===== src/rtl/retire_commit_if.sv =====
// Retire-stage bundle: two retiring ROB slots, register-file and free-list
// write-backs, store write request channel, and status outputs.
interface retire_commit_if #(
    parameter int unsigned DATA_W = 32,
    parameter int unsigned PREG_W = 6
);
    logic              in1_valid;
    logic [DATA_W-1:0] in1_pc;
    logic [PREG_W-1:0] in1_rd;
    logic [PREG_W-1:0] in1_rd_old;
    logic [DATA_W-1:0] in1_result;
    logic [DATA_W-1:0] in1_mem_data;
    logic              in1_regwrite;
    logic              in1_memwrite;

    logic              in2_valid;
    logic [DATA_W-1:0] in2_pc;
    logic [PREG_W-1:0] in2_rd;
    logic [PREG_W-1:0] in2_rd_old;
    logic [DATA_W-1:0] in2_result;
    logic [DATA_W-1:0] in2_mem_data;
    logic              in2_regwrite;
    logic              in2_memwrite;

    logic              rf1_we;
    logic [PREG_W-1:0] rf1_waddr;
    logic [DATA_W-1:0] rf1_wdata;
    logic              rf2_we;
    logic [PREG_W-1:0] rf2_waddr;
    logic [DATA_W-1:0] rf2_wdata;

    logic              free1_valid;
    logic [PREG_W-1:0] free1_reg;
    logic              free2_valid;
    logic [PREG_W-1:0] free2_reg;

    logic              mem_wvalid;
    logic [DATA_W-1:0] mem_waddr;
    logic [DATA_W-1:0] mem_wdata;
    logic              mem_wready;

    logic [1:0]        retire_count;
    logic              sb_overflow;

    modport master (
        output in1_valid, in1_pc, in1_rd, in1_rd_old, in1_result, in1_mem_data,
               in1_regwrite, in1_memwrite,
               in2_valid, in2_pc, in2_rd, in2_rd_old, in2_result, in2_mem_data,
               in2_regwrite, in2_memwrite,
               mem_wready,
        input  rf1_we, rf1_waddr, rf1_wdata, rf2_we, rf2_waddr, rf2_wdata,
               free1_valid, free1_reg, free2_valid, free2_reg,
               mem_wvalid, mem_waddr, mem_wdata, retire_count, sb_overflow
    );

    modport slave (
        input  in1_valid, in1_pc, in1_rd, in1_rd_old, in1_result, in1_mem_data,
               in1_regwrite, in1_memwrite,
               in2_valid, in2_pc, in2_rd, in2_rd_old, in2_result, in2_mem_data,
               in2_regwrite, in2_memwrite,
               mem_wready,
        output rf1_we, rf1_waddr, rf1_wdata, rf2_we, rf2_waddr, rf2_wdata,
               free1_valid, free1_reg, free2_valid, free2_reg,
               mem_wvalid, mem_waddr, mem_wdata, retire_count, sb_overflow
    );
endinterface


===== src/rtl/retire_commit.sv =====
// Dual-slot retire/commit: register write-back, old-preg release and an in-order store buffer.
// Define RETIRE_PERF_EN to add the perf_retired / perf_sb_stall counters.
module retire_commit #(
    parameter int unsigned DATA_W   = 32,
    parameter int unsigned PREG_W   = 6,
    parameter int unsigned SB_DEPTH = 4
) (
    input  logic             i_clk,
    input  logic             i_reset_n,
    retire_commit_if.slave   bus
`ifdef RETIRE_PERF_EN
    ,
    output logic [31:0]      o_perf_retired,
    output logic [31:0]      o_perf_sb_stall
`endif
);
    localparam int unsigned PTR_W = $clog2(SB_DEPTH);
    localparam int unsigned CNT_W = $clog2(SB_DEPTH + 1);

    logic [DATA_W-1:0] r_sb_addr [SB_DEPTH];
    logic [DATA_W-1:0] r_sb_data [SB_DEPTH];
    logic [PTR_W-1:0]  r_rd_ptr;
    logic [PTR_W-1:0]  r_wr_ptr;
    logic [CNT_W-1:0]  r_count;

    logic              r_rf1_we;
    logic [PREG_W-1:0] r_rf1_waddr;
    logic [DATA_W-1:0] r_rf1_wdata;
    logic              r_rf2_we;
    logic [PREG_W-1:0] r_rf2_waddr;
    logic [DATA_W-1:0] r_rf2_wdata;
    logic              r_free1_valid;
    logic [PREG_W-1:0] r_free1_reg;
    logic              r_free2_valid;
    logic [PREG_W-1:0] r_free2_reg;
    logic [1:0]        r_retire_count;
    logic              r_sb_overflow;

    logic              w_acc1, w_acc2;
    logic              w_deq;
    logic [CNT_W-1:0]  w_space;
    logic              w_st1, w_st2;
    logic              w_ok1, w_ok2;
    logic              w_drop;
    logic [PTR_W-1:0]  w_wr_ptr2;
    logic [CNT_W-1:0]  w_count_nxt;
    logic              w_conflict;
    logic              w_rf1_we, w_rf2_we;
    logic              w_free1, w_free2;
    logic [1:0]        w_retire;
    logic              w_unused_pc;

    assign w_unused_pc = ^{bus.in1_pc, bus.in2_pc};

    always_comb begin
        w_acc1      = bus.in1_valid;
        w_acc2      = bus.in1_valid & bus.in2_valid;
        w_deq       = (r_count != '0) & bus.mem_wready;
        // A slot freed by this cycle's dequeue is reusable by this cycle's enqueue.
        w_space     = CNT_W'(SB_DEPTH) - r_count + CNT_W'(w_deq);
        w_st1       = w_acc1 & bus.in1_memwrite;
        w_st2       = w_acc2 & bus.in2_memwrite;
        w_ok1       = w_st1 & (w_space != '0);
        w_ok2       = w_st2 & (w_space > CNT_W'(w_ok1));
        w_drop      = (w_st1 & ~w_ok1) | (w_st2 & ~w_ok2);
        w_wr_ptr2   = r_wr_ptr + PTR_W'(w_ok1);
        w_count_nxt = r_count + CNT_W'(w_ok1) + CNT_W'(w_ok2) - CNT_W'(w_deq);
        w_conflict  = w_acc2 & bus.in1_regwrite & bus.in2_regwrite
                      & (bus.in1_rd == bus.in2_rd);
        w_rf1_we    = w_acc1 & bus.in1_regwrite & ~w_conflict;
        w_rf2_we    = w_acc2 & bus.in2_regwrite;
        w_free1     = w_acc1 & bus.in1_regwrite & (bus.in1_rd_old != '0);
        w_free2     = w_acc2 & bus.in2_regwrite & (bus.in2_rd_old != '0);
        w_retire    = {1'b0, w_acc1} + {1'b0, w_acc2};
    end

    // Storage needs no reset: validity is tracked entirely by r_count.
    always_ff @(posedge i_clk) begin
        if (w_ok1) begin
            r_sb_addr[r_wr_ptr] <= bus.in1_result;
            r_sb_data[r_wr_ptr] <= bus.in1_mem_data;
        end
        if (w_ok2) begin
            r_sb_addr[w_wr_ptr2] <= bus.in2_result;
            r_sb_data[w_wr_ptr2] <= bus.in2_mem_data;
        end
    end

    always_ff @(posedge i_clk) begin
        if (!i_reset_n) begin
            r_rd_ptr       <= '0;
            r_wr_ptr       <= '0;
            r_count        <= '0;
            r_rf1_we       <= 1'b0;
            r_rf1_waddr    <= '0;
            r_rf1_wdata    <= '0;
            r_rf2_we       <= 1'b0;
            r_rf2_waddr    <= '0;
            r_rf2_wdata    <= '0;
            r_free1_valid  <= 1'b0;
            r_free1_reg    <= '0;
            r_free2_valid  <= 1'b0;
            r_free2_reg    <= '0;
            r_retire_count <= 2'd0;
            r_sb_overflow  <= 1'b0;
        end else begin
            r_rd_ptr       <= r_rd_ptr + PTR_W'(w_deq);
            r_wr_ptr       <= r_wr_ptr + PTR_W'(w_ok1) + PTR_W'(w_ok2);
            r_count        <= w_count_nxt;
            r_rf1_we       <= w_rf1_we;
            r_rf1_waddr    <= bus.in1_rd;
            r_rf1_wdata    <= bus.in1_result;
            r_rf2_we       <= w_rf2_we;
            r_rf2_waddr    <= bus.in2_rd;
            r_rf2_wdata    <= bus.in2_result;
            r_free1_valid  <= w_free1;
            r_free1_reg    <= bus.in1_rd_old;
            r_free2_valid  <= w_free2;
            r_free2_reg    <= bus.in2_rd_old;
            r_retire_count <= w_retire;
            r_sb_overflow  <= r_sb_overflow | w_drop;
        end
    end

    assign bus.rf1_we       = r_rf1_we;
    assign bus.rf1_waddr    = r_rf1_waddr;
    assign bus.rf1_wdata    = r_rf1_wdata;
    assign bus.rf2_we       = r_rf2_we;
    assign bus.rf2_waddr    = r_rf2_waddr;
    assign bus.rf2_wdata    = r_rf2_wdata;
    assign bus.free1_valid  = r_free1_valid;
    assign bus.free1_reg    = r_free1_reg;
    assign bus.free2_valid  = r_free2_valid;
    assign bus.free2_reg    = r_free2_reg;
    assign bus.mem_wvalid   = (r_count != '0);
    assign bus.mem_waddr    = r_sb_addr[r_rd_ptr];
    assign bus.mem_wdata    = r_sb_data[r_rd_ptr];
    assign bus.retire_count = r_retire_count;
    assign bus.sb_overflow  = r_sb_overflow;

`ifdef RETIRE_PERF_EN
    logic [31:0] r_perf_retired;
    logic [31:0] r_perf_sb_stall;

    always_ff @(posedge i_clk) begin
        if (!i_reset_n) begin
            r_perf_retired  <= '0;
            r_perf_sb_stall <= '0;
        end else begin
            r_perf_retired  <= r_perf_retired + 32'(r_retire_count);
            r_perf_sb_stall <= r_perf_sb_stall
                               + 32'((r_count != '0) & ~bus.mem_wready);
        end
    end

    assign o_perf_retired  = r_perf_retired;
    assign o_perf_sb_stall = r_perf_sb_stall;
`endif
endmodule


===== src/flat_wrapper.sv =====
// flat-port wrapper written by rule: the top's interface ports become plain ports
module retire_commit_flat 
#(
    parameter int unsigned DATA_W   = 32,
    parameter int unsigned PREG_W   = 6,
    parameter int unsigned SB_DEPTH = 4
)
  (i_clk, i_reset_n, bus_in1_valid, bus_in1_pc, bus_in1_rd, bus_in1_rd_old, bus_in1_result, bus_in1_mem_data, bus_in1_regwrite, bus_in1_memwrite, bus_in2_valid, bus_in2_pc, bus_in2_rd, bus_in2_rd_old, bus_in2_result, bus_in2_mem_data, bus_in2_regwrite, bus_in2_memwrite, bus_mem_wready, bus_rf1_we, bus_rf1_waddr, bus_rf1_wdata, bus_rf2_we, bus_rf2_waddr, bus_rf2_wdata, bus_free1_valid, bus_free1_reg, bus_free2_valid, bus_free2_reg, bus_mem_wvalid, bus_mem_waddr, bus_mem_wdata, bus_retire_count, bus_sb_overflow);
  retire_commit_if #(.DATA_W(DATA_W), .PREG_W(PREG_W)) bus_i ();
  input  logic i_clk;
  input  logic i_reset_n;
  input wire logic [$bits(bus_i.in1_valid)-1:0] bus_in1_valid;
  input wire logic [$bits(bus_i.in1_pc)-1:0] bus_in1_pc;
  input wire logic [$bits(bus_i.in1_rd)-1:0] bus_in1_rd;
  input wire logic [$bits(bus_i.in1_rd_old)-1:0] bus_in1_rd_old;
  input wire logic [$bits(bus_i.in1_result)-1:0] bus_in1_result;
  input wire logic [$bits(bus_i.in1_mem_data)-1:0] bus_in1_mem_data;
  input wire logic [$bits(bus_i.in1_regwrite)-1:0] bus_in1_regwrite;
  input wire logic [$bits(bus_i.in1_memwrite)-1:0] bus_in1_memwrite;
  input wire logic [$bits(bus_i.in2_valid)-1:0] bus_in2_valid;
  input wire logic [$bits(bus_i.in2_pc)-1:0] bus_in2_pc;
  input wire logic [$bits(bus_i.in2_rd)-1:0] bus_in2_rd;
  input wire logic [$bits(bus_i.in2_rd_old)-1:0] bus_in2_rd_old;
  input wire logic [$bits(bus_i.in2_result)-1:0] bus_in2_result;
  input wire logic [$bits(bus_i.in2_mem_data)-1:0] bus_in2_mem_data;
  input wire logic [$bits(bus_i.in2_regwrite)-1:0] bus_in2_regwrite;
  input wire logic [$bits(bus_i.in2_memwrite)-1:0] bus_in2_memwrite;
  input wire logic [$bits(bus_i.mem_wready)-1:0] bus_mem_wready;
  output wire logic [$bits(bus_i.rf1_we)-1:0] bus_rf1_we;
  output wire logic [$bits(bus_i.rf1_waddr)-1:0] bus_rf1_waddr;
  output wire logic [$bits(bus_i.rf1_wdata)-1:0] bus_rf1_wdata;
  output wire logic [$bits(bus_i.rf2_we)-1:0] bus_rf2_we;
  output wire logic [$bits(bus_i.rf2_waddr)-1:0] bus_rf2_waddr;
  output wire logic [$bits(bus_i.rf2_wdata)-1:0] bus_rf2_wdata;
  output wire logic [$bits(bus_i.free1_valid)-1:0] bus_free1_valid;
  output wire logic [$bits(bus_i.free1_reg)-1:0] bus_free1_reg;
  output wire logic [$bits(bus_i.free2_valid)-1:0] bus_free2_valid;
  output wire logic [$bits(bus_i.free2_reg)-1:0] bus_free2_reg;
  output wire logic [$bits(bus_i.mem_wvalid)-1:0] bus_mem_wvalid;
  output wire logic [$bits(bus_i.mem_waddr)-1:0] bus_mem_waddr;
  output wire logic [$bits(bus_i.mem_wdata)-1:0] bus_mem_wdata;
  output wire logic [$bits(bus_i.retire_count)-1:0] bus_retire_count;
  output wire logic [$bits(bus_i.sb_overflow)-1:0] bus_sb_overflow;
  assign bus_i.in1_valid = bus_in1_valid;
  assign bus_i.in1_pc = bus_in1_pc;
  assign bus_i.in1_rd = bus_in1_rd;
  assign bus_i.in1_rd_old = bus_in1_rd_old;
  assign bus_i.in1_result = bus_in1_result;
  assign bus_i.in1_mem_data = bus_in1_mem_data;
  assign bus_i.in1_regwrite = bus_in1_regwrite;
  assign bus_i.in1_memwrite = bus_in1_memwrite;
  assign bus_i.in2_valid = bus_in2_valid;
  assign bus_i.in2_pc = bus_in2_pc;
  assign bus_i.in2_rd = bus_in2_rd;
  assign bus_i.in2_rd_old = bus_in2_rd_old;
  assign bus_i.in2_result = bus_in2_result;
  assign bus_i.in2_mem_data = bus_in2_mem_data;
  assign bus_i.in2_regwrite = bus_in2_regwrite;
  assign bus_i.in2_memwrite = bus_in2_memwrite;
  assign bus_i.mem_wready = bus_mem_wready;
  assign bus_rf1_we = bus_i.rf1_we;
  assign bus_rf1_waddr = bus_i.rf1_waddr;
  assign bus_rf1_wdata = bus_i.rf1_wdata;
  assign bus_rf2_we = bus_i.rf2_we;
  assign bus_rf2_waddr = bus_i.rf2_waddr;
  assign bus_rf2_wdata = bus_i.rf2_wdata;
  assign bus_free1_valid = bus_i.free1_valid;
  assign bus_free1_reg = bus_i.free1_reg;
  assign bus_free2_valid = bus_i.free2_valid;
  assign bus_free2_reg = bus_i.free2_reg;
  assign bus_mem_wvalid = bus_i.mem_wvalid;
  assign bus_mem_waddr = bus_i.mem_waddr;
  assign bus_mem_wdata = bus_i.mem_wdata;
  assign bus_retire_count = bus_i.retire_count;
  assign bus_sb_overflow = bus_i.sb_overflow;
  retire_commit #(.DATA_W(DATA_W), .PREG_W(PREG_W), .SB_DEPTH(SB_DEPTH)) u_core (.i_clk(i_clk), .i_reset_n(i_reset_n), .bus(bus_i));
endmodule

===== config.mk =====
export PLATFORM = sky130hd
export DESIGN_NAME = retire_commit_flat
export DESIGN_NICKNAME = d
export VERILOG_FILES = /design/src/rtl/retire_commit_if.sv /design/src/rtl/retire_commit.sv /design/src/flat_wrapper.sv
export SDC_FILE = /design/constraint.sdc
export NUM_CORES = 1
export LEC_CHECK = 0
export ABC_CLOCK_PERIOD_IN_PS = 13800
export CORE_AREA = 2 2 175 177
export DETAILED_ROUTE_END_ITERATION = 7
export DIE_AREA = 0 0 177 179
export MAX_ROUTING_LAYER = met4
export PLACE_DENSITY = 0.95
export SLEW_MARGIN = 30
export SYNTH_ARGS = -nofsm -noshare
export SYNTH_HDL_FRONTEND = slang
export SYNTH_SLANG_ARGS = --single-unit
export TNS_END_PERCENT = 30

===== constraint.sdc =====
create_clock -name i_clk -period 13.8 [get_ports i_clk]
set_input_delay 2.07 -clock i_clk [delete_from_list [all_inputs] [get_ports i_clk]]
set_output_delay 2.07 -clock i_clk [all_outputs]
set_load 0.01 [all_outputs]

==> flow_summary.json, run 1 <==
{
  "cts_made_buffers": 38,
  "finalSetupViolCount": 0,
  "synthDominantCellAreaShare": 0.4815,
  "netlist.top_cell.by_area": "sky130_fd_sc_hd__edfxtp_1",
  "routed_wl_um": 37500,
  "ys_dominant_reg_cell": "sky130_fd_sc_hd__edfxtp_1",
  "pwr_density_mw_per_mm2": 158.5,
  "h_tree_lvl_count": 2,
  "worst_hold_path_type": "flop to flop",
  "fmax_mhz": 160.4,
  "yosysWarnings": 0,
  "avgViaCountPerCell": 5.502,
  "place_worst_setup_slack_ps": 7135,
  "critPathMaxFanout": 34,
  "gp_congestion": 0.7849,
  "post_route_cells_drive_above_1_share": 0.3180,
  "initial_utilization": 0.5316,
  "setup_tns_ps": 0,
  "grt_antenna_before_repair": 1,
  "yosys_register_bits": 358,
  "die_area_mm2": 0.03168,
  "synthTopCellsByArea": "sky130_fd_sc_hd__edfxtp_1 (48%), sky130_fd_sc_hd__dfxtp_1 (13%), sky130_fd_sc_hd__mux2_2 (11%)",
  "netlist-cell-type-count": 36,
  "power.leakage_nw": 7.207,
  "cts_buffer_depth": 3,
  "setup_repair_after_global_routing_missed_its_margin": "no",
  "required_time_of_the_critical_path_ps": 14050,
  "power.switching_w": 0.0008757,
  "floorplan.core_area_mm2": 0.03003,
  "setup.worst_path.start_class": "primary input",
  "switching_share": 0.2685,
  "cts-resized-gates": 0,
  "global_route.usage.met2": 0.4199,
  "setup_skew_after_layout_ps": 15.59,
  "ioPinCount": 385,
  "synthesized_area_per_cell_um2": 17.84,
  "via_count": 9023,
  "cts_root_buffer": "sky130_fd_sc_hd__clkbuf_16",
  "wire_per_inst_um": 22.87,
  "areaGrowthSynthToFinish_pct": 28.88,
  "route.detailed.drc": 0,
  "finalCritPeriodShare": 0.4518,
  "post-route-min-period_ps": 6235,
  "num-fill-cells": 1939,
  "first_global_vias": 9798,
  "async_flop_share": 0,
  "drv.max_cap_violation_count": 0,
  "timing_worst_slew_pin_value_ps": 825.5,
  "postCtsSetupBuffers": 0,
  "drt_first_pass_iters": 4,
  "slew_headroom": 0.4497,
  "wire_length_of_the_first_global_routing_pass_um": 55480,
  "row_count": 64,
  "hold_viol": 0,
  "use_met1": 0.2890,
  "syn_inst": 895,
  "netlist_area_mm2": 0.01596,
  "worst_ir_drop_vdd_mv": 0.09960,
  "top_flop_regs": "u_core.r_sb_addr (128), u_core.r_sb_data (128)",
  "die_y_um": 179,
  "horizontal_extent_of_the_die_um": 177,
  "final_antenna_net_count": 0,
  "internal-power_w": 0.002385,
  "power_frac_comb": 0.284,
  "share_seq_of_total_power": 0.424,
  "clock-sinks": 358,
  "design.final.nets": 1448,
  "synth_enable_flop_cells": 256,
  "clock_power_share": 0.293,
  "drv_slew": 0,
  "synth_fp_nets": 1129,
  "worst_setup_path_end_kind": "flop",
  "met3_usage_grt": 0.03626,
  "hold_fix_buffers_at_cts": 0,
  "tritoncts": "done",
  "placement.io_buffers": 320,
  "detail_route.iter0.violations": 690,
  "clkTransAtPathRegs_ps": 60,
  "dp.final_hpwl_um": 22970,
  "seq_area_frac_synth": 0.6095,
  "globalRoute.totalOverflow": 0,
  "insertion_delay_ps": 510,
  "grt_start_max_net_pins": 70,
  "status": "finished, final reports clean",
  "layout_setup_ws_ps": 7565,
  "worst-setup-path-type": "primary input to flop",
  "critPathArrivalTime_ps": 6490,
  "grt_util_all_layers": 0.2392,
  "gr-max-usage-layer": "met2"
}
-- power groups by stage --
stage | sequential [W] | clock [W] | combinational (W)
2_1_floorplan | 0.00137 | 0 | 0.000543
3_3_place_gp | 0.00141 | 0 | 0.000898
3_5_place_dp | 0.00141 | 0 | 0.000927
4_1_cts | 0.00139 | 0.000970 | 0.000936
5_1_grt | 0.00140 | 0.00101 | 0.000977
6_report | 0.00138 | 0.000954 | 0.000925
-- final cells by class --
type	instances	area, um2	area share
clock buffer	62	1124	0.05461
multi-input combinational	475	5823	0.2830
sequential	358	9737	0.4732
inverter	8	30.03	0.001460
timing repair buffer	333	3324	0.1616
antenna	2	5.005	0.0002433
clock inverter	6	36.28	0.001764
tap	396	495.5	0.02408
-- final timing paths --
path / end / slack, ps / cells after the start / from
worst max register to register: u_core.r_sb_data[2][1] / 8830 / 15 / u_core.r_count[0]
worst min register to register: u_core.bus.sb_overflow / 500 / 1 / u_core.bus.sb_overflow
worst min-delay path: u_core.bus.sb_overflow / 500 / 1 / u_core.bus.sb_overflow
worst max-delay path: u_core.r_sb_data[2][1] / 7570 / 15 / bus_mem_wready
-- cell usage after synthesis, drive strengths merged, types with 4 or more instances --
cell type	number
buf	35
and2	94
nor2	5
xor2	6
ha	7
edfxtp	256
nand3	5
xnor2	8
mux2	256
mux4	64
clkbuf	19
nand2	7
inv	8
dfxtp	102
nor3	4
-- through the flow --
step | std cells | utilization | instance area, um2 | power, W | hold WS (ps)
floorplan | 895 | - | 15960 | 0.001915 | 520.4
global placement | 1568 | 0.6446 | 19360 | 0.002304 | 469.7
detailed placement | 1570 | 0.6464 | 19410 | 0.002333 | 484.3
CTS | 1638 | 0.6850 | 20570 | 0.003291 | 500.8
global route | 1639 | 0.6851 | 20570 | 0.003386 | 520.6
finish | 1640 | 0.6852 | 20570 | 0.003261 | 498.3
-- per-layer routing --
layer | up-vias | part of all wire
met1 | 4595 | 0.40
met3 | 51 | 0.051
met5 | - | 0
met2 | 304 | 0.53
li1 | 4073 | -
met4 | 0 | 0.023
-- cells in the final DEF (no fill, tap or decap), types with 3 or more instances in the layout --
cell and n:
sky130_fd_sc_hd__clkdlybuf4s50_1 319, sky130_fd_sc_hd__edfxtp_1 256, sky130_fd_sc_hd__mux2_2 158, sky130_fd_sc_hd__dfxtp_1 100, sky130_fd_sc_hd__mux2_4 98, sky130_fd_sc_hd__and2_1 94
sky130_fd_sc_hd__mux4_2 64, sky130_fd_sc_hd__clkbuf_16 40, sky130_fd_sc_hd__clkbuf_1 18, sky130_fd_sc_hd__buf_4 10, sky130_fd_sc_hd__xnor2_1 8, sky130_fd_sc_hd__inv_1 7
sky130_fd_sc_hd__ha_1 7, sky130_fd_sc_hd__nand2_1 6, sky130_fd_sc_hd__xor2_1 6, sky130_fd_sc_hd__nor2_1 5, sky130_fd_sc_hd__clkbuf_8 4, sky130_fd_sc_hd__nand3_1 3
sky130_fd_sc_hd__clkinv_2 3
-- cell families (layout without fill, tap and decap cells) --
logic type,after synthesis,count (layout),synth area share
compound gates,9,9,0.004154
buf+inv,62,409,0.02970
fa+ha+maj,9,9,0.007994
other cells,0,2,0
mux,320,320,0.2939
flops,358,358,0.6095
simple gates,123,123,0.04710
xor+xnor,14,14,0.007681
-- critical path, cell delays in order --
cell,delay (ps)
sky130_fd_sc_hd__clkdlybuf4s50_1,470
sky130_fd_sc_hd__nand2_1,70
sky130_fd_sc_hd__ha_1,180
sky130_fd_sc_hd__inv_1,60
sky130_fd_sc_hd__ha_1,210
sky130_fd_sc_hd__xnor2_1,100
sky130_fd_sc_hd__a21oi_1,410
sky130_fd_sc_hd__ha_1,330
sky130_fd_sc_hd__o21bai_1,220
sky130_fd_sc_hd__o21ba_2,290
sky130_fd_sc_hd__inv_2,110
sky130_fd_sc_hd__nor3_4,210
sky130_fd_sc_hd__buf_4,580
sky130_fd_sc_hd__buf_4,700
sky130_fd_sc_hd__mux2_2,420
Power figures use the tool's default switching activity.
==> run 2: changes to the inputs <==
ABC_CLOCK_PERIOD_IN_PS = 6350   (was 13800)
CORE_AREA = 2 2 182 184   (was 2 2 175 177)
DIE_AREA = 0 0 184 186   (was 0 0 177 179)
PLACE_DENSITY = 0.89   (was 0.95)
clock period = 6.35 ns   (was 13.8 ns; I/O delays follow)
==> flow_summary.json, run 2 (synthesized netlist as in run 1, its figures left out) <==
{
  "internal-power_w": 0.005240,
  "status": "finished, final reports clean",
  "critPathArrivalTime_ps": 4620,
  "timing.critical_path.slowest_stage_cell": "sky130_fd_sc_hd__or2_4",
  "clock_power_share": 0.300,
  "detail_route.iter0.violations": 553,
  "die_y_um": 186,
  "row_count": 66,
  "num-fill-cells": 2238,
  "worst_hold_path_type": "flop to flop",
  "drv_slew": 0,
  "drv.max_cap_violation_count": 0,
  "horizontal_extent_of_the_die_um": 184,
  "tritoncts": "done",
  "hold_fix_buffers_at_cts": 0,
  "initial_utilization": 0.4957,
  "globalRoute.totalOverflow": 0,
  "post-route-min-period_ps": 4409,
  "slew_headroom": 0.3862,
  "timing_worst_slew_pin_value_ps": 920.6,
  "post_route_cells_drive_above_1_share": 0.3229,
  "placement.io_buffers": 320,
  "insertion_delay_ps": 520,
  "totalPowerFinal_w": 0.007161,
  "design.final.nets": 1449,
  "cts_buffer_depth": 3,
  "routed_wl_um": 36720,
  "grt_antenna_before_repair": 0,
  "cts-resized-gates": 0,
  "final_cell_mix": "sky130_fd_sc_hd__clkdlybuf4s50_1 (319), sky130_fd_sc_hd__edfxtp_1 (256), sky130_fd_sc_hd__mux2_2 (158)",
  "first_global_vias": 9749,
  "multi_input_area_mm2": 0.005823,
  "grt_start_max_net_pins": 65,
  "setup.worst_path.start_class": "primary input",
  "critPathMaxFanout": 50,
  "layout_setup_ws_ps": 1941,
  "clock-sinks": 358,
  "critical-path-top-delay-family": "simple AND/OR/NAND/NOR gates",
  "setup_skew_after_layout_ps": 23.61,
  "top_flop_regs": "u_core.r_sb_addr (128), u_core.r_sb_data (128)",
  "avgViaCountPerCell": 5.477,
  "required_time_of_the_critical_path_ps": 6560,
  "cp_num_buf_inv": 4,
  "via_count": 9053,
  "layout.cells.most_common": "sky130_fd_sc_hd__clkdlybuf4s50_1",
  "fmax_mhz": 226.8,
  "grt_util_all_layers": 0.2195,
  "ioPinCount": 385,
  "h_tree_lvl_count": 2,
  "final_core_util": 0.6420,
  "cpPeakStageDelay_ps": 770,
  "path_cells": "clkdlybuf4s50_1 > nand2_1 > ha_1 > inv_1 > ha_1 > xnor2_1 > a21oi_1 > ha_1 > o21bai_1 > o21ba_2 > inv_2 > nor3_4 > or2_4 > buf_4",
  "place_worst_setup_slack_ps": 1404,
  "cp_common_cell": "sky130_fd_sc_hd__ha_1",
  "critical_path_cell_count": 14,
  "floorplan.core_area_mm2": 0.03221,
  "final_antenna_net_count": 0,
  "areaGrowthSynthToFinish_pct": 29.52,
  "die_area_mm2": 0.03422,
  "power.leakage_nw": 7.251,
  "worst-setup-path-type": "primary input to flop",
  "hold_viol": 0,
  "pwr_density_mw_per_mm2": 346.3,
  "postCtsSetupBuffers": 0,
  "route.detailed.drc": 0,
  "power_frac_comb": 0.284,
  "dp.final_hpwl_um": 22670,
  "setup_repair_after_global_routing_missed_its_margin": "no",
  "diodes": 0,
  "switching_share": 0.2683,
  "cts_root_buffer": "sky130_fd_sc_hd__clkbuf_16",
  "clkTransAtPathRegs_ps": 60,
  "hold-path-cell-count": 1,
  "power.switching_w": 0.001921,
  "ff_latch_area_mm2": 0.009737,
  "cts_made_buffers": 39,
  "wire_per_inst_um": 22.22,
  "finalCritPeriodShare": 0.6943,
  "finalSetupViolCount": 0,
  "wire_length_of_the_first_global_routing_pass_um": 55310,
  "worst_ir_drop_vdd_mv": 0.2836,
  "gp_congestion": 0.7886,
  "drt_first_pass_iters": 5,
  "worst_setup_path_end_kind": "flop",
  "share_seq_of_total_power": 0.416,
  "setup_tns_ps": 0,
  "reg2reg_depth": 14
}
## run 2: changes by cell type in the layout (fill, tap and decap cells not counted), moves of 2 or more
cell / change
sky130_fd_sc_hd__buf_4: -2
sky130_fd_sc_hd__clkbuf_8: +2
sky130_fd_sc_hd__diode_2: -2
sky130_fd_sc_hd__clkinv_1: +3
sky130_fd_sc_hd__clkbuf_1: -7
sky130_fd_sc_hd__buf_12: +2
sky130_fd_sc_hd__clkinv_2: +2
## run 2: stage by stage
| stage | cell area [um2] | cells | hold slack (ps) |
|---|---|---|---|
| final | 20680 | 1653 | 483.0 |
| after CTS | 20660 | 1652 | 489.3 |
| after floorplan | 15960 | 895 | 520.4 |
| after detailed placement | 19450 | 1581 | 470.9 |
| after global routing | 20680 | 1653 | 530.9 |
| after global placement | 19390 | 1579 | 466.7 |
## run 2: final cells by class
type,instances,area share
Sequential cell,358,0.4709
Timing Repair Buffer,333,0.1628
Clock buffer,56,0.05319
Inverter,8,0.001452
Tap cell,408,0.02469
Multi-Input combinational cell,475,0.2816
Clock inverter,15,0.005385
## run 2: path summary, 6_finish.rpt
path	start	end	slack (ps)
worst max-delay path	bus_mem_wready	u_core.r_sb_data[0][15]	1940
worst min-delay path	u_core.bus.sb_overflow	u_core.bus.sb_overflow	480
worst max register to register	u_core.r_count[2]	u_core.r_sb_data[0][15]	2070
worst min register to register	u_core.bus.sb_overflow	u_core.bus.sb_overflow	480
## run 2: worst reg2reg max path, cell delays in order (launching register included)
cell	delay (ps)
sky130_fd_sc_hd__dfxtp_1	350
sky130_fd_sc_hd__or3_1	340
sky130_fd_sc_hd__nand2_1	120
sky130_fd_sc_hd__ha_1	150
sky130_fd_sc_hd__inv_1	40
sky130_fd_sc_hd__ha_1	200
sky130_fd_sc_hd__xnor2_1	140
sky130_fd_sc_hd__a21oi_1	360
sky130_fd_sc_hd__ha_1	310
sky130_fd_sc_hd__o21bai_1	210
sky130_fd_sc_hd__o21ba_2	270
sky130_fd_sc_hd__inv_2	100
sky130_fd_sc_hd__nor3_4	230
sky130_fd_sc_hd__or2_4	770
sky130_fd_sc_hd__buf_4	360
## run 2: power by group through the flow
stage               clock, W  sequential, W  combinational, W
CTS                  0.00218        0.00302           0.00202
global route         0.00227        0.00301           0.00217
global placement           0        0.00307           0.00194
finish               0.00215        0.00298           0.00203
detailed placement         0        0.00307           0.00201
floorplan                  0        0.00298           0.00118
## run 2: per-layer routing
layer | vias up | routed length [um] | track usage
met5 | - | 0 | -
met1 | 4584 | 14580 | 0.2609
met4 | 0 | 748 | 0.05440
met3 | 61 | 2369 | 0.04559
met2 | 323 | 19030 | 0.3840
li1 | 4085 | - | -
==> run 3: changes to the inputs <==
ABC_CLOCK_PERIOD_IN_PS = 4000   (was 6350)
CORE_AREA = 2 2 192 194   (was 2 2 182 184)
DIE_AREA = 0 0 194 196   (was 0 0 184 186)
PLACE_DENSITY = 0.85   (was 0.89)
clock period = 4 ns   (was 6.35 ns; I/O delays follow)
==> flow_summary.json, run 3 (synthesized netlist as in run 1, its figures left out) <==
{
  "insertion_delay_ps": 520,
  "hold_fix_buffers_at_cts": 0,
  "post-route-min-period_ps": 3647,
  "grt_util_all_layers": 0.2079,
  "top_flop_regs": "u_core.r_sb_addr (128), u_core.r_sb_data (128)",
  "first_global_vias": 9827,
  "clock_power_share": 0.306,
  "grt_start_max_net_pins": 66,
  "final_core_util": 0.5875,
  "critPathArrivalTime_ps": 3910,
  "fin_worst_hold_slack_ps": 488.7,
  "postCtsSetupBuffers": 0,
  "final_cell_area_mm2": 0.02120,
  "areaGrowthSynthToFinish_pct": 32.79,
  "worst_hold_path_type": "flop to flop",
  "ioPinCount": 385,
  "dp.final_hpwl_um": 24730,
  "status": "finished, final reports clean",
  "internal-power_w": 0.008543,
  "gr-max-usage-layer": "met2",
  "routed_wl_um": 38970,
  "clock-sinks": 358,
  "cts_root_buffer": "sky130_fd_sc_hd__clkbuf_16",
  "setup_skew_after_layout_ps": 15.35,
  "share_seq_of_total_power": 0.401,
  "setup_repair_after_global_routing_missed_its_margin": "no",
  "wire_per_inst_um": 22.39,
  "setup_tns_ps": 0,
  "die_y_um": 196,
  "power.leakage_nw": 7.466,
  "required_time_of_the_critical_path_ps": 4260,
  "global_route.usage.met2": 0.3437,
  "globalRoute.totalOverflow": 0,
  "row_count": 70,
  "h_tree_lvl_count": 2,
  "timing_worst_slew_pin_value_ps": 906.3,
  "place_area_mm2": 0.01991,
  "cts_buffer_depth": 3,
  "timing.reg2reg.setup_slack_ps": 350,
  "drv_slew": 0,
  "final_antenna_net_count": 0,
  "route.detailed.drc": 0,
  "drv.max_cap_violation_count": 0,
  "initial_utilization": 0.4424,
  "wire_length_of_the_first_global_routing_pass_um": 58220,
  "avgViaCountPerCell": 5.264,
  "hold_viol": 0,
  "post_route_cells_drive_above_1_share": 0.3386,
  "tritoncts": "done",
  "via_count": 9159,
  "finalSetupViolCount": 0,
  "setup.worst_path.start_class": "flop",
  "horizontal_extent_of_the_die_um": 194,
  "num-fill-cells": 2671,
  "die_area_mm2": 0.03802,
  "pwr_density_mw_per_mm2": 549.3,
  "cts-resized-gates": 0,
  "met3_usage_grt": 0.05106,
  "final_cell_mix": "sky130_fd_sc_hd__clkdlybuf4s50_1 (319), sky130_fd_sc_hd__edfxtp_1 (256), sky130_fd_sc_hd__mux2_2 (158)",
  "placement.io_buffers": 320,
  "worst_setup_path_end_kind": "flop",
  "worst-setup-path-type": "flop to flop",
  "layout.cells.most_common": "sky130_fd_sc_hd__clkdlybuf4s50_1",
  "worst_ir_drop_vdd_mv": 0.3858,
  "floorplan.core_area_mm2": 0.03608,
  "power.switching_w": 0.003101,
  "use_met1": 0.2549,
  "grt_antenna_before_repair": 4,
  "cts_made_buffers": 39,
  "switching_share": 0.2663,
  "gp_congestion": 0.7828,
  "fmax_mhz": 274.2,
  "detail_route.iter0.violations": 395,
  "clkTransAtPathRegs_ps": 60,
  "slew_headroom": 0.3958,
  "drt_first_pass_iters": 4,
  "finalCritPeriodShare": 0.9118,
  "design.final.nets": 1473,
  "power_frac_comb": 0.294,
  "critPathMaxFanout": 39
}
run 3: changes by cell type in the layout (fill, tap and decap cells not counted), moves of 2 or more:
cell	previous run	this run
sky130_fd_sc_hd__clkbuf_16	39	42
sky130_fd_sc_hd__buf_12	4	21
sky130_fd_sc_hd__clkbuf_1	11	6
sky130_fd_sc_hd__diode_2	0	5
sky130_fd_sc_hd__buf_4	8	16
sky130_fd_sc_hd__inv_6	3	1
run 3: stage by stage:
| step | cells | worst slack, ps | total power (W) |
|---|---|---|---|
| floorplan | 895 | -472.2 | 0.006590 |
| global placement | 1666 | 184.5 | 0.008136 |
| detailed placement | 1666 | 156.0 | 0.008203 |
| CTS | 1735 | 376.6 | 0.01179 |
| global route | 1739 | 228.3 | 0.01211 |
| finish | 1740 | 352.9 | 0.01164 |
run 3: layer usage:
metal	up-vias	routed length, um
li1	4121	-
met3	59	2511
met5	-	0
met1	4658	16050
met4	0	792
met2	321	19610
run 3: layout make-up:
cell class	count	area, um2	area share
sequential	358	9737	0.4593
multi-input combinational	475	5814	0.2743
timing repair buffer	357	3739	0.1764
clock buffer	53	1142	0.05389
tap	468	585.6	0.02762
clock inverter	16	138.9	0.006551
inverter	8	30.03	0.001417
antenna	5	12.51	0.0005902
run 3: critical path, stage by stage, from the launching register on:
cell and delay (ps):
sky130_fd_sc_hd__dfxtp_1 360, sky130_fd_sc_hd__or3_1 400, sky130_fd_sc_hd__nand2_1 120, sky130_fd_sc_hd__ha_1 150
sky130_fd_sc_hd__inv_1 50, sky130_fd_sc_hd__ha_1 290, sky130_fd_sc_hd__nor2b_1 170, sky130_fd_sc_hd__a21oi_1 120
sky130_fd_sc_hd__buf_4 160, sky130_fd_sc_hd__ha_1 210, sky130_fd_sc_hd__xnor2_1 540, sky130_fd_sc_hd__nand3_4 200
sky130_fd_sc_hd__buf_12 240, sky130_fd_sc_hd__mux2_2 330
run 3: power groups by stage:
stage / logic [W] / registers, W / clock network [W]
2_1_floorplan: 0.00187 / 0.00472 / 0
3_3_place_gp: 0.00342 / 0.00472 / 0
3_5_place_dp: 0.00346 / 0.00475 / 0
4_1_cts: 0.00348 / 0.00467 / 0.00364
5_1_grt: 0.00364 / 0.00470 / 0.00377
6_report: 0.00342 / 0.00467 / 0.00356
run 3: worst paths after layout:
kind                          start                       to  cells past startpoint
max               u_core.r_count[2]  u_core.r_sb_data[1][21]                     13
min          u_core.bus.sb_overflow   u_core.bus.sb_overflow                      1
max reg2reg       u_core.r_count[2]  u_core.r_sb_data[1][21]                     13
min reg2reg  u_core.bus.sb_overflow   u_core.bus.sb_overflow                      1
